<file path="config.mk">
export PLATFORM = sky130hd
export DESIGN_NAME = uart_rx_word_packer
export DESIGN_NICKNAME = d
export VERILOG_FILES = /design/src/rtl/uart_pkg.sv /design/src/rtl/uart_rx_byte.sv /design/src/rtl/uart_rx_word_packer.sv
export SDC_FILE = /design/constraint.sdc
export NUM_CORES = 1
export LEC_CHECK = 0
export CAP_MARGIN = 20
export CORE_ASPECT_RATIO = 1.25
export CORE_MARGIN = 1.5
export CORE_UTILIZATION = 35
export DETAILED_ROUTE_END_ITERATION = 12
export PLACE_DENSITY = 0.53
export SYNTH_ARGS = -nofsm -noshare
export SYNTH_HDL_FRONTEND = slang
export SYNTH_SLANG_ARGS = --single-unit
</file>
<file path="constraint.sdc">
create_clock -name clk -period 5.01 [get_ports clk]
set_clock_uncertainty 0.05 [all_clocks]
set_input_delay 1.002 -clock clk [delete_from_list [all_inputs] [get_ports clk]]
set_output_delay 1.002 -clock clk [all_outputs]
set_load 0.02 [all_outputs]
</file>
<file path="src/rtl/uart_pkg.sv">
// Shared UART definitions: baud divisors, baud_sel encoding, FSM states.
package uart_pkg;

    localparam int unsigned CLK_FREQ = 50_000_000;
    localparam int unsigned DIV_W    = 13;

    typedef logic [DIV_W-1:0] div_t;

    // Clocks per bit at 50 MHz
    localparam div_t BAUD_9600   = 13'd5208;
    localparam div_t BAUD_19200  = 13'd2604;
    localparam div_t BAUD_38400  = 13'd1302;
    localparam div_t BAUD_57600  = 13'd868;
    localparam div_t BAUD_115200 = 13'd434;

    localparam logic [2:0] SEL_9600   = 3'd0;
    localparam logic [2:0] SEL_19200  = 3'd1;
    localparam logic [2:0] SEL_38400  = 3'd2;
    localparam logic [2:0] SEL_57600  = 3'd3;
    localparam logic [2:0] SEL_115200 = 3'd4;

    localparam int unsigned WORD_WIDTH = 16;

    typedef enum logic [1:0] {
        ST_IDLE,
        ST_START,
        ST_DATA,
        ST_STOP
    } uart_state_e;

    // Unused encodings 5..7 fall back to the fastest rate
    function automatic div_t baud_div(input logic [2:0] sel);
        case (sel)
            SEL_9600:  return BAUD_9600;
            SEL_19200: return BAUD_19200;
            SEL_38400: return BAUD_38400;
            SEL_57600: return BAUD_57600;
            default:   return BAUD_115200;
        endcase
    endfunction

endpackage

</file>
<file path="src/rtl/uart_rx_byte.sv">
// 8N1 byte receiver: synchronizer, edge detect and bit-timing FSM.
module uart_rx_byte
    import uart_pkg::*;
(
    input  logic       clk,
    input  logic       rst,
    input  logic [2:0] baud_sel,
    input  logic       uart_rx,
    output logic [7:0] byte_data,
    output logic       byte_valid,
    output logic       frame_err
);

    logic        sync1_q, sync2_q, prev_q;
    logic        rx_fall;

    uart_state_e state_q, state_d;
    div_t        div_q, div_d;
    div_t        baud_cnt_q, baud_cnt_d;
    logic [2:0]  bit_cnt_q, bit_cnt_d;
    logic [7:0]  shift_q, shift_d;
    logic [7:0]  byte_data_q, byte_data_d;
    logic        byte_valid_q, byte_valid_d;
    logic        frame_err_q, frame_err_d;
    div_t        half_m1, full_m1;

    assign rx_fall = prev_q & ~sync2_q;
    assign half_m1 = (div_q >> 1) - div_t'(1);
    assign full_m1 = div_q - div_t'(1);

    // Two-flop synchronizer plus one delay flop for falling-edge detect
    always_ff @(posedge clk or posedge rst) begin
        if (rst) begin
            sync1_q <= 1'b1;
            sync2_q <= 1'b1;
            prev_q  <= 1'b1;
        end else begin
            sync1_q <= uart_rx;
            sync2_q <= sync1_q;
            prev_q  <= sync2_q;
        end
    end

    // Receiver state and datapath registers
    always_ff @(posedge clk or posedge rst) begin
        if (rst) begin
            state_q      <= ST_IDLE;
            div_q        <= BAUD_115200;
            baud_cnt_q   <= '0;
            bit_cnt_q    <= '0;
            shift_q      <= '0;
            byte_data_q  <= '0;
            byte_valid_q <= 1'b0;
            frame_err_q  <= 1'b0;
        end else begin
            state_q      <= state_d;
            div_q        <= div_d;
            baud_cnt_q   <= baud_cnt_d;
            bit_cnt_q    <= bit_cnt_d;
            shift_q      <= shift_d;
            byte_data_q  <= byte_data_d;
            byte_valid_q <= byte_valid_d;
            frame_err_q  <= frame_err_d;
        end
    end

    // Next-state: mid-bit start check, then full-bit data/stop sampling
    always_comb begin
        state_d      = state_q;
        div_d        = div_q;
        baud_cnt_d   = baud_cnt_q + div_t'(1);
        bit_cnt_d    = bit_cnt_q;
        shift_d      = shift_q;
        byte_data_d  = byte_data_q;
        byte_valid_d = 1'b0;
        frame_err_d  = 1'b0;
        unique case (state_q)
            ST_IDLE: begin
                baud_cnt_d = '0;
                if (rx_fall) begin
                    state_d = ST_START;
                    div_d   = baud_div(baud_sel);
                end
            end
            ST_START: begin
                if (baud_cnt_q == half_m1) begin
                    baud_cnt_d = '0;
                    bit_cnt_d  = '0;
                    state_d    = sync2_q ? ST_IDLE : ST_DATA;
                end
            end
            ST_DATA: begin
                if (baud_cnt_q == full_m1) begin
                    baud_cnt_d = '0;
                    shift_d    = {sync2_q, shift_q[7:1]};
                    bit_cnt_d  = bit_cnt_q + 3'd1;
                    if (bit_cnt_q == 3'd7) begin
                        state_d = ST_STOP;
                    end
                end
            end
            ST_STOP: begin
                if (baud_cnt_q == full_m1) begin
                    baud_cnt_d = '0;
                    state_d    = ST_IDLE;
                    if (sync2_q) begin
                        byte_valid_d = 1'b1;
                        byte_data_d  = shift_q;
                    end else begin
                        frame_err_d = 1'b1;
                    end
                end
            end
            default: state_d = ST_IDLE;
        endcase
    end

    assign byte_data  = byte_data_q;
    assign byte_valid = byte_valid_q;
    assign frame_err  = frame_err_q;

endmodule

</file>
<file path="src/rtl/uart_rx_word_packer.sv">
// UART receiver packing byte pairs into 16-bit words on a valid/ready port.
module uart_rx_word_packer
    import uart_pkg::*;
(
    input  logic                  clk,
    input  logic                  rst,
    input  logic [2:0]            baud_sel,
    input  logic                  uart_rx,
    output logic [WORD_WIDTH-1:0] word_data,
    output logic                  word_valid,
    input  logic                  word_ready,
    output logic [7:0]            byte_data,
    output logic                  byte_valid,
    output logic                  frame_err,
    output logic                  overflow
);

    logic [7:0]            hi_byte_q, hi_byte_d;
    logic                  hi_full_q, hi_full_d;
    logic [WORD_WIDTH-1:0] word_data_q, word_data_d;
    logic                  word_valid_q, word_valid_d;
    logic                  overflow_q, overflow_d;

    uart_rx_byte u_rx (
        .clk        (clk),
        .rst        (rst),
        .baud_sel   (baud_sel),
        .uart_rx    (uart_rx),
        .byte_data  (byte_data),
        .byte_valid (byte_valid),
        .frame_err  (frame_err)
    );

    // Packer and output word registers
    always_ff @(posedge clk or posedge rst) begin
        if (rst) begin
            hi_byte_q    <= '0;
            hi_full_q    <= 1'b0;
            word_data_q  <= '0;
            word_valid_q <= 1'b0;
            overflow_q   <= 1'b0;
        end else begin
            hi_byte_q    <= hi_byte_d;
            hi_full_q    <= hi_full_d;
            word_data_q  <= word_data_d;
            word_valid_q <= word_valid_d;
            overflow_q   <= overflow_d;
        end
    end

    // Pair bytes; a framing error drops a pending high byte to re-align words
    always_comb begin
        hi_byte_d    = hi_byte_q;
        hi_full_d    = hi_full_q;
        word_data_d  = word_data_q;
        word_valid_d = word_valid_q & ~word_ready;
        overflow_d   = 1'b0;
        if (frame_err) begin
            hi_full_d = 1'b0;
        end else if (byte_valid) begin
            if (!hi_full_q) begin
                hi_byte_d = byte_data;
                hi_full_d = 1'b1;
            end else begin
                hi_full_d = 1'b0;
                if (!word_valid_q || word_ready) begin
                    word_data_d  = {hi_byte_q, byte_data};
                    word_valid_d = 1'b1;
                end else begin
                    overflow_d = 1'b1;
                end
            end
        end
    end

    assign word_data  = word_data_q;
    assign word_valid = word_valid_q;
    assign overflow   = overflow_q;

endmodule

</file>
## Word-level counts from Yosys, hierarchy flattened

Index checks and enable logic that the tools add are counted.

| cells by class | value |
|---|---|
| multiplexer cells | 31 |
| eq/ne operators | 14 |
| bitwise gates (word level) | 6 |
| $add $sub $neg | 4 |
| reductions and logical operators | 14 |

Operators with widths:

| kind | count |
|---|---|
| case mux 13 bit (4 select lines) | 1 |
| case mux 13 bit (3 select lines) | 1 |
| equality test 13 bit | 2 |
| 2-to-1 mux 13 bit | 2 |
| 2-to-1 mux 1 bit | 17 |
| adder 13 x 1 -> 13 bit (second input constant) | 1 |
| subtractor 12 x 1 -> 13 bit (second input constant) | 1 |
| subtractor 13 x 1 -> 13 bit (second input constant) | 1 |
| 2-to-1 mux 2 bit | 6 |
| inequality test 2 x 1 -> 1 bit (second input constant) | 5 |
| AND reduction 3 bit | 3 |
| case mux 2 bit (4 select lines) | 1 |
| equality test 3 x 2 -> 1 bit (second input constant) | 2 |
| 2-to-1 mux 3 bit | 2 |
| case mux 3 bit (2 select lines) | 1 |
| AND reduction 5 bit | 1 |
| equality test 2 bit (second input constant) | 2 |
| inverter 1 bit | 4 |
| AND reduction 2 bit | 2 |
| AND reduction 4 bit | 1 |
| nonzero test 2 bit | 2 |
| adder 3 x 1 -> 3 bit (second input constant) | 1 |
| equality test 3 x 1 -> 1 bit (second input constant) | 1 |
| equality test 3 bit (second input constant) | 1 |
| 7 further kinds | 8 |

| storage, ports and cells | value |
|---|---|
| flip-flop bits (word level) | 79 |
| bits of input ports | 7 |
| output and inout bits | 28 |
| word-level logic and storage cells | 85 |

## Longest topological paths before layout

Gate-level depths: netlist of run 1.

| logic depth | value |
|---|---|
| depth after elaboration | 6 |
| mapped depth | 11 |
| mapped depth without buffers | 9 |

## Cells and area by module

A second synthesis of run 1 with hierarchy kept.

| unflattened totals | value |
|---|---|
| cell total of the unflattened synthesis | 398 |
| area, all modules | 4310.4 µm² |

Modules (own cells, without submodules):

| module | area each (µm²) | cells an instance | instances |
|---|---|---|---|
| uart_rx_byte | 3226.8 | 336 | 1 |
| uart_rx_word_packer | 1083.5 | 62 | 1 |

## Least setup slack after synthesis of run 1

No wires, ideal clock.

| path | value |
|---|---|
| path kind | register -> register |
| start point | reg u_rx.div_q[1] |
| end point | reg u_rx.bit_cnt_q[0] |
| stages on the path, launching flop included | 11 |
| period minus slack after synthesis | 2.924 ns |
| arrival | 2.749 ns |
| library setup time | 0.125 ns |
| path slack | 2.086 ns |
| path buffers | 1 |
| cells stage by stage | dfstp_2 -> buf_2 -> inv_1 -> ha_1 -> nor2b_1 -> xnor2_1 -> o41ai_1 -> o2111ai_1 -> nor4_4 -> o211ai_2 -> mux2_4 |

| on the way | value |
|---|---|
| cells in the longest elaborated chain, start to end | 4 |

Ends and longest elaborated chain:

| element | line | text |
|---|---|---|
| from (decl) | uart_rx_byte.sv:18 | `div_t div_q, div_d;` |
| from (signal assigned) | uart_rx_byte.sv:57 | `div_q <= div_d;` |
| subtractor 13 x 1 -> 13 bit / subtractor 12 x 1 -> 13 bit (equally long branches) | uart_rx_byte.sv:29, uart_rx_byte.sv:28 |  |
| equality test 13 bit (on tied branches) | uart_rx_byte.sv:93, uart_rx_byte.sv:86 |  |
| inequality test 2 x 1 -> 1 bit (no source line) | -- |  |
| AND reduction 3 bit (no source line) * | -- |  |
| to (signal assigned) | uart_rx_byte.sv:59 | `bit_cnt_q <= bit_cnt_d;` |
| to (decl) | uart_rx_byte.sv:20 | `logic [2:0] bit_cnt_q, bit_cnt_d;` |

Every way passes the cells marked *; elsewhere a longest branch is shown, timed or not.
A chain may end at the register's enable or synchronous reset.

## Worst setup path in the final report of run 1

| path | value |
|---|---|
| start point | reg u_rx.div_q[1] |
| end point | reg u_rx.baud_cnt_q[6] |

| on the way | value |
|---|---|
| cells in the longest elaborated chain, start to end | 4 |

Ends and longest elaborated chain:

| element | line | text |
|---|---|---|
| subtractor 13 x 1 -> 13 bit / subtractor 12 x 1 -> 13 bit (equally long branches) | uart_rx_byte.sv:29, uart_rx_byte.sv:28 |  |
| equality test 13 bit (on tied branches) | uart_rx_byte.sv:93, uart_rx_byte.sv:103, uart_rx_byte.sv:86 |  |
| 2-to-1 mux 13 bit (on tied branches) | uart_rx_byte.sv:93, uart_rx_byte.sv:103, uart_rx_byte.sv:86 |  |
| case mux 13 bit (3 select lines) * | uart_rx_byte.sv:77 | `unique case (state_q)` |
| net u_rx.baud_cnt_d[6] | uart_rx_byte.sv:19 | `div_t baud_cnt_q, baud_cnt_d;` |
| to (signal assigned) | uart_rx_byte.sv:58 | `baud_cnt_q <= baud_cnt_d;` |
| to (decl) | uart_rx_byte.sv:19 |  |

The timed path passes the listed nets; every way through them passes the cells marked *.

==> results of run 1 <==
[area by class of cell]
type | instances | area, um^2 | share of cell area, %
clock inverter | 5 | 60.1 | 1.21
multi-input combinational | 268 | 2100 | 42.2
clock buffer | 10 | 229 | 4.60
tap | 161 | 201 | 4.05
inverter | 16 | 61.3 | 1.23
sequential | 78 | 1960 | 39.4
timing repair buffer | 37 | 363 | 7.29
[flip-flops by register name, indices dropped and copies added (netlist names), named ones only]
register / count
u_rx.frame_err: 1
u_rx.baud_cnt_q: 13
word_valid: 1
u_rx.state_q: 1
overflow: 1
u_rx.byte_data: 8
hi_full_q: 1
u_rx.bit_cnt_q: 3
u_rx.sync2_q: 1
u_rx.div_q: 12
hi_byte_q: 8
word_data: 16
u_rx.sync1_q: 1
u_rx.prev_q: 1
u_rx.byte_valid: 1
u_rx.shift_q: 8
[stage by stage]
step / setup slack [ps] / hold WS (ps) / cells / power (W)
after CTS: 1560 / 306 / 575 / 0.00217
after global routing: 1320 / 318 / 575 / 0.00229
after floorplan: 1980 / 295 / 390 / 0.00139
after detailed placement: 1600 / 298 / 560 / 0.00153
after global placement: 1720 / 296 / 560 / 0.00152
final: 1610 / 305 / 575 / 0.00215
[cell families after synthesis]
family	share of synthesized area, %
AO/OA/AOI/OAI	10.5
buffers and inverters	4.61
multiplexers	12.6
AND/OR/NAND/NOR	17.2
flip-flops	46.0
XOR/XNOR	6.78
adder cells (fa/ha/maj)	2.35
[path summary, 6_finish.rpt]
kind	from	to	slack [ps]
setup / recovery	u_rx.div_q[1]$_DFFE_PP1P_	u_rx.baud_cnt_q[6]$_DFF_PP0_	1610
hold / removal	u_rx.sync1_q$_DFF_PP1_	u_rx.sync2_q$_DFF_PP1_	300
setup reg to reg	u_rx.div_q[1]$_DFFE_PP1P_	u_rx.baud_cnt_q[6]$_DFF_PP0_	1610
hold reg to reg	u_rx.sync1_q$_DFF_PP1_	u_rx.sync2_q$_DFF_PP1_	300
max in group asynchronous	rst	u_rx.div_q[7]$_DFFE_PP1P_	2880
min in group asynchronous	rst	overflow$_DFF_PP0_	1110
[cells in the mapped netlist, types with 2 or more instances]
cell / n / area share [%]
nor4_4: 2 / 1.0
o311a_1: 2 / 0.47
mux2_2: 40 / 11
nand4_1: 3 / 0.44
o2111ai_1: 6 / 1.2
nand2b_1: 6 / 0.88
buf_6: 2 / 0.53
o21a_1: 3 / 0.53
and2_1: 3 / 0.44
nor2_1: 22 / 1.9
or2_2: 3 / 0.44
o21ai_0: 13 / 1.5
nor3b_1: 4 / 0.70
nand2_1: 22 / 1.9
nand3_1: 15 / 1.8
buf_4: 3 / 0.53
xnor2_1: 18 / 3.7
buf_1: 4 / 0.35
a221oi_1: 2 / 0.41
buf_2: 3 / 0.35
nor3_1: 14 / 1.6
dfstp_2: 8 / 4.9
or3_2: 2 / 0.35
nor4_1: 4 / 0.59
xor2_1: 15 / 3.1
nand3b_1: 4 / 0.70
mux2i_1: 7 / 1.6
and3_1: 3 / 0.44
ha_1: 8 / 2.3
or3_1: 5 / 0.73
clkbuf_1: 15 / 1.3
o41ai_1: 4 / 0.82
a21oi_1: 2 / 0.23
o211ai_1: 5 / 0.88
nor2b_1: 4 / 0.59
inv_1: 16 / 1.4
dfrtp_1: 70 / 41
[power by group]
part           switching, W  internal, W
logic              0.000383     0.000271
clock network      0.000251     0.000385
registers          0.000156     0.000707
[critical path, stage by stage, from the launching register on]
cell	delay [ps]
dfstp_2	630
inv_1	70
ha_1	270
nor2b_1	170
xnor2_1	140
o41ai_1	460
o2111ai_1	300
nor4_4	530
o21a_1	500
nor3_1	120
[routing by layer]
layer,wire length [um],up-vias,GRT usage (%)
met5,0,-,0
met4,228,0,6.94
met3,395,17,3.25
met2,4710,63,26.0
met1,4100,1508,21.4
li1,-,1431,-
==> results.txt, run 1 <==
----------------------------------------------------
[Worst hold path]
  Worst min-delay path category ... reg -> reg
  Worst hold path depth ... 0

[STA]
  Final clock period utilization by the worst path ... 67.8%
  Maximum clock frequency ... 0.294 GHz
  Setup Viol. Count Final ... 0
  Post-route minimum period ... ~3400 ps
  Max-slew headroom at the worst pin ... 39.6%
  Pins over their slew limit ... 0
  Unrepaired setup endpoints after global routing ... false
  Final Hold Fails ... 0
  Final-layout setup total negative slack ... 0 ps
  Actual slew at the worst max-slew pin ... 906 ps

[Clock network]
  Number of buffers between clock root and the deepest sink ... 2
  Number of buffers created by CTS ... 9
  Clock root buffer ... clkbuf_16
  TritonCTS clock tree ... yes
  Post-CTS Hold Buffers ... 0
  PostCTS Resize Cnt ... 0
  Clock-pin slew of the registers on the worst-case setup and hold paths ... 60 ps
  Clk sinks ... 78
  Post-CTS Setup Bufs ... 0
  Number of H-tree branching levels ... 3
  Clock latency on the worst-skew pair ... 340 ps

[Final layout]
  Share of post-route cells with drive strength above 1 ... 20.5%
  Relative area change from synthesis to final layout ... 16.9%
  Final antenna diode count ... 0
  Finished layout cell area ... 0.00498 mm^2
  Final net count ... approximately 430
  Most frequent cells in the layout ... dfrtp_1 (70), mux2_2 (40), clkdlybuf4s50_1 (34)
  Number of filler cells placed in the layout ... 1132
  Core utilization of the finished layout ... a little over two fifths
  Most common cell after layout, fill and taps aside ... dfrtp_1

[Drt]
  Detailed-route wire length ... 9440 um
  Via count ... 3019
  Via density per instance ... 5.25
  Number of remaining DRC errors ... 0
  Count of antenna-violating nets left after detailed routing ... 0
  Routed length per placed instance ... roughly 16 um
  1st-pass router iterations ... 4
  Number of DRC markers after the initial detailed-route iteration ... 176

[Die]
  Core Footprint ... 0.0117 mm^2
  Initial standard-cell utilization of the core ... 36.3%
  Area of the die ... between 0.01 and 0.015 mm^2
  Total I/O pin count ... 35
  Die Y-Extent ... 126 um
  DIE WIDTH ... 102 um
  Number of cell rows ... 44

[Synthesis]
  Cells after synthesis ... 390
  Share of synthesized flip-flops with an asynchronous set or reset ... 100%
  EDFF count, synth ... 0
  Distinct cell type count of the synthesized netlist ... 65
  Net count after synthesis ... 405
  Netlist area before placement ... 0.00426 mm^2
  Sequential fraction of the synthesis area ... 46.0%
  Synth warn ... 0
  Top flip-flop cell by instance count after synthesis ... dfrtp_1
  Number of synthesized register bits ... 78
  Post-synthesis average cell area ... 10.9 um^2

[Pwr]
  VDD IR max ... ~270 uV
  Static Leakage ... 2.13 nW
  Power per standard cell area ... between 400 and 500 mW/mm^2

[GRT]
  Maximum number of pins on one net before global-route repair ... 54
  Wire length of the first global-routing pass ... 16200 um
  Total track usage ... 16.3%
  Via count of the first global-routing pass ... approximately 3100
  Leftover overflow at the end of global routing ... 0
  Initial antenna violation count ... 0

[Setup path]
  CP startpoint kind ... flip-flop
  Crit path arrival time ... 3530 ps
  Critical path required time ... 5140 ps
  Crit path kind ... reg -> reg
  Max Fanout on Critical Path ... 13
  Crit path capture type ... flip-flop
  Path depth of the worst reg2reg path ... 9

[Run]
  Max capacitance violation total ... 0

[Placement]
  Half-perimeter wire length of the detailed placement result ... 6830 um
  Final estimated routing congestion in global placement ... about 0.9
  Port buffer count ... 34
  Post-Place Cell Area ... 0.00469 mm^2

[Run status]
  Outcome ... finished, final reports clean

----------------------------------------------------
Note: power is estimated with default switching activity, not from simulation.
==> run 2, diff against run 1 <==
==> constraint.sdc (replaced) <==
create_clock -name clk -period 3.2 [get_ports clk]
set_clock_uncertainty 0.05 [all_clocks]
set_input_delay 0.64 -clock clk [delete_from_list [all_inputs] [get_ports clk]]
set_output_delay 0.64 -clock clk [all_outputs]
set_load 0.02 [all_outputs]
==> results.txt, run 2 (synthesis results as in run 1) <==
----------------------------------------------------
[Setup path]
  Critical path required time ... 3380 ps (-1760 ps)
  Largest stage delay, worst path ... 760 ps (+130 ps)
  Crit path arrival time ... 3220 ps (-310 ps)
  Max Fanout on Critical Path ... 14 (+1)
  CP startpoint kind ... flip-flop
  Slowest CP cell ... nor4_1
  Cells along the critical path ... nor4_1, a32o_1, o311a_1, o2111ai_1, o41ai_4, o211ai_2, mux2_4
  Crit path kind ... reg -> reg
  Crit path capture type ... flip-flop

[Pwr]
  Proportion of total power due to net switching ... 37.8% (+1.1 points)
  VDD IR max ... 291 uV (+6.0%)
  Logic gate share of total power ... 33.9% (+3.5 points)
  Power per standard cell area ... 684 mW/mm^2 (+58%)
  Sequential share of power ... 37.6% (-2.5 points)
  Post-route total power ... 0.00349 W (+62%)
  Internal cell power ... 0.00217 W (+59%)
  Static Leakage ... 2.21 nW (+3.5%)
  Share of power burned in the clock network ... 28.5% (-1.0 points)
  Net Sw Power ... 0.00132 W (+67%)

[Run]
  Max capacitance violation total ... 0 (unchanged)

[Drt]
  Routed length per placed instance ... 16.2 um (-1.0%)
  Via count ... 3025 (+0.20%)
  Via density per instance ... 5.14 (-2.0%)
  Count of antenna-violating nets left after detailed routing ... 0 (unchanged)
  1st-pass router iterations ... 4 (unchanged)
  Number of remaining DRC errors ... 0 (unchanged)
  Detailed-route wire length ... 9550 um (+1.2%)
  Number of DRC markers after the initial detailed-route iteration ... 123 (-30%)

[GRT]
  M3 GR Usage ... 2.37% (-0.88 points)
  Initial antenna violation count ... 0 (unchanged)
  Wire length of the first global-routing pass ... 16000 um (-1.4%)
  Leftover overflow at the end of global routing ... 0 (unchanged)
  Met2 Usage GRT ... 26.4% (+0.39 points)
  Maximum number of pins on one net before global-route repair ... 47 (-13%)
  Met1 track demand over resource ... 20.5% (-0.94 points)
  Via count of the first global-routing pass ... 3086 (-1.4%)
  Total track usage ... 16.0% (-0.29 points)
  Busiest layer in global routing ... met2

[STA]
  Setup Viol. Count Final ... 0 (unchanged)
  Actual slew at the worst max-slew pin ... 835 ps (-71.7 ps)
  Maximum clock frequency ... 0.329 GHz (+12%)
  Final clock period utilization by the worst path ... 95.1% (+27 points)
  Final Hold Fails ... 0 (unchanged)
  Final-layout setup total negative slack ... 0 ps (unchanged)
  Post-route minimum period ... 3040 ps (-353 ps)
  Pins over their slew limit ... 0 (unchanged)
  Max-slew headroom at the worst pin ... 43.8% (+4.3 points)
  Unrepaired setup endpoints after global routing ... false

[Clock network]
  Number of H-tree branching levels ... 3 (unchanged)
  Number of buffers created by CTS ... 9 (unchanged)
  TritonCTS clock tree ... yes
  Clock root buffer ... clkbuf_16
  Clk sinks ... 78 (unchanged)
  Post-CTS Hold Buffers ... 0 (unchanged)
  Clock-pin slew of the registers on the worst-case setup and hold paths ... 70 ps (about the same)
  Number of buffers between clock root and the deepest sink ... 2 (unchanged)
  Clock latency on the worst-skew pair ... 340 ps (about the same)

[Placement]
  Port buffer count ... 34 (unchanged)
  Half-perimeter wire length of the detailed placement result ... 6950 um (+1.8%)
  Final estimated routing congestion in global placement ... 0.891 (-3.8%)

[Final layout]
  Relative area change from synthesis to final layout ... 19.8%
  Final antenna diode count ... 0 (unchanged)
  Most frequent cells in the layout ... dfrtp_1 (70), mux2_2 (40), clkdlybuf4s50_1 (34)
  Most common cell after layout, fill and taps aside ... dfrtp_1
  Flip-flop count of the largest register, all copies and words added ... 16 (unchanged)
  Share of post-route cells with drive strength above 1 ... 23.7% (+3.1 points)
  Final net count ... 437 (+2.8%)

[Die]
  DIE WIDTH ... 102 um (unchanged)
  Area of the die ... 0.0128 mm^2 (unchanged)
  Total I/O pin count ... 35 (unchanged)
  Number of cell rows ... 44 (unchanged)
  Die Y-Extent ... 126 um (unchanged)
  Core Footprint ... 0.0117 mm^2 (unchanged)
  Initial standard-cell utilization of the core ... 36.3% (unchanged)

[Run status]
  Outcome ... finished, final reports clean

[Worst hold path]
  Worst min-delay path category ... reg -> reg

----------------------------------------------------
[run 2: changes by cell type in the layout (fill, tap and decap cells not counted), sizes merged]
cell / change
bufinv: -1
clkbuf: -1
inv: +3
buf: +12
[run 2: worst paths after layout]
| kind | startpoint | to | slack [ps] | cells after the start |
|---|---|---|---|---|
| worst max-delay path | u_rx.div_q[8]$_DFFE_PP1P_ | u_rx.bit_cnt_q[0]$_DFFE_PP0P_ | 160 | 7 |
| worst min-delay path | u_rx.sync1_q$_DFF_PP1_ | u_rx.sync2_q$_DFF_PP1_ | 310 | 0 |
| worst max register to register | u_rx.div_q[8]$_DFFE_PP1P_ | u_rx.bit_cnt_q[0]$_DFFE_PP0P_ | 160 | 7 |
| worst min register to register | u_rx.sync1_q$_DFF_PP1_ | u_rx.sync2_q$_DFF_PP1_ | 310 | 0 |
| max in group asynchronous | rst | u_rx.div_q[1]$_DFFE_PP1P_ | 1760 | 3 |
| min in group asynchronous | rst | overflow$_DFF_PP0_ | 650 | 2 |
[run 2: power groups by stage]
| stage | logic [W] | clock network, W | registers [W] |
|---|---|---|---|
| finish | 0.00118 | 0.000997 | 0.00131 |
| global route | 0.00129 | 0.00107 | 0.00133 |
| CTS | 0.00115 | 0.00101 | 0.00131 |
| detailed placement | 0.00115 | 0 | 0.00133 |
| global placement | 0.00115 | 0 | 0.00132 |
| floorplan | 0.000992 | 0 | 0.00119 |
[run 2: stage by stage]
stage	hold WS [ps]	cells	setup WS [ps]	cell area, um^2	util [%]
3_3_place_gp	297	570	99.7	4780	40.7
6_report	306	588	158	5100	43.5
3_5_place_dp	297	570	38.6	4780	40.7
5_1_grt	316	588	28.4	5100	43.5
2_1_floorplan	295	390	276	4260	-
4_1_cts	306	586	32.6	5070	43.2
[run 2: layout make-up]
type	count	area [um^2]
fill	1123	6620
clock inverter	7	65.1
sequential	78	1960
timing repair buffer	49	465
clock buffer	9	225
multi-input combinational	268	2120
tap	161	201
inverter	16	61.3
[run 2: layer usage]
layer,share of wire [%],wire length [um]
met1,45,4280
met3,3.1,295
met2,50,4750
met4,2.4,231
met5,0,0
[run 2: worst max-delay path, delay by kind of cell (launching register included)]
family | cells | cell delay (ps)
and+or+nand+nor | 1 | 760
AOI/OAI and AO/OA | 5 | 1330
muxes | 1 | 330
DFF | 1 | 450
[run 2: what timing repair did]
item	4_1_cts	5_1_grt
gates resized for setup	0	3
setup endpoints to repair	0	33
buffers inserted	0	2
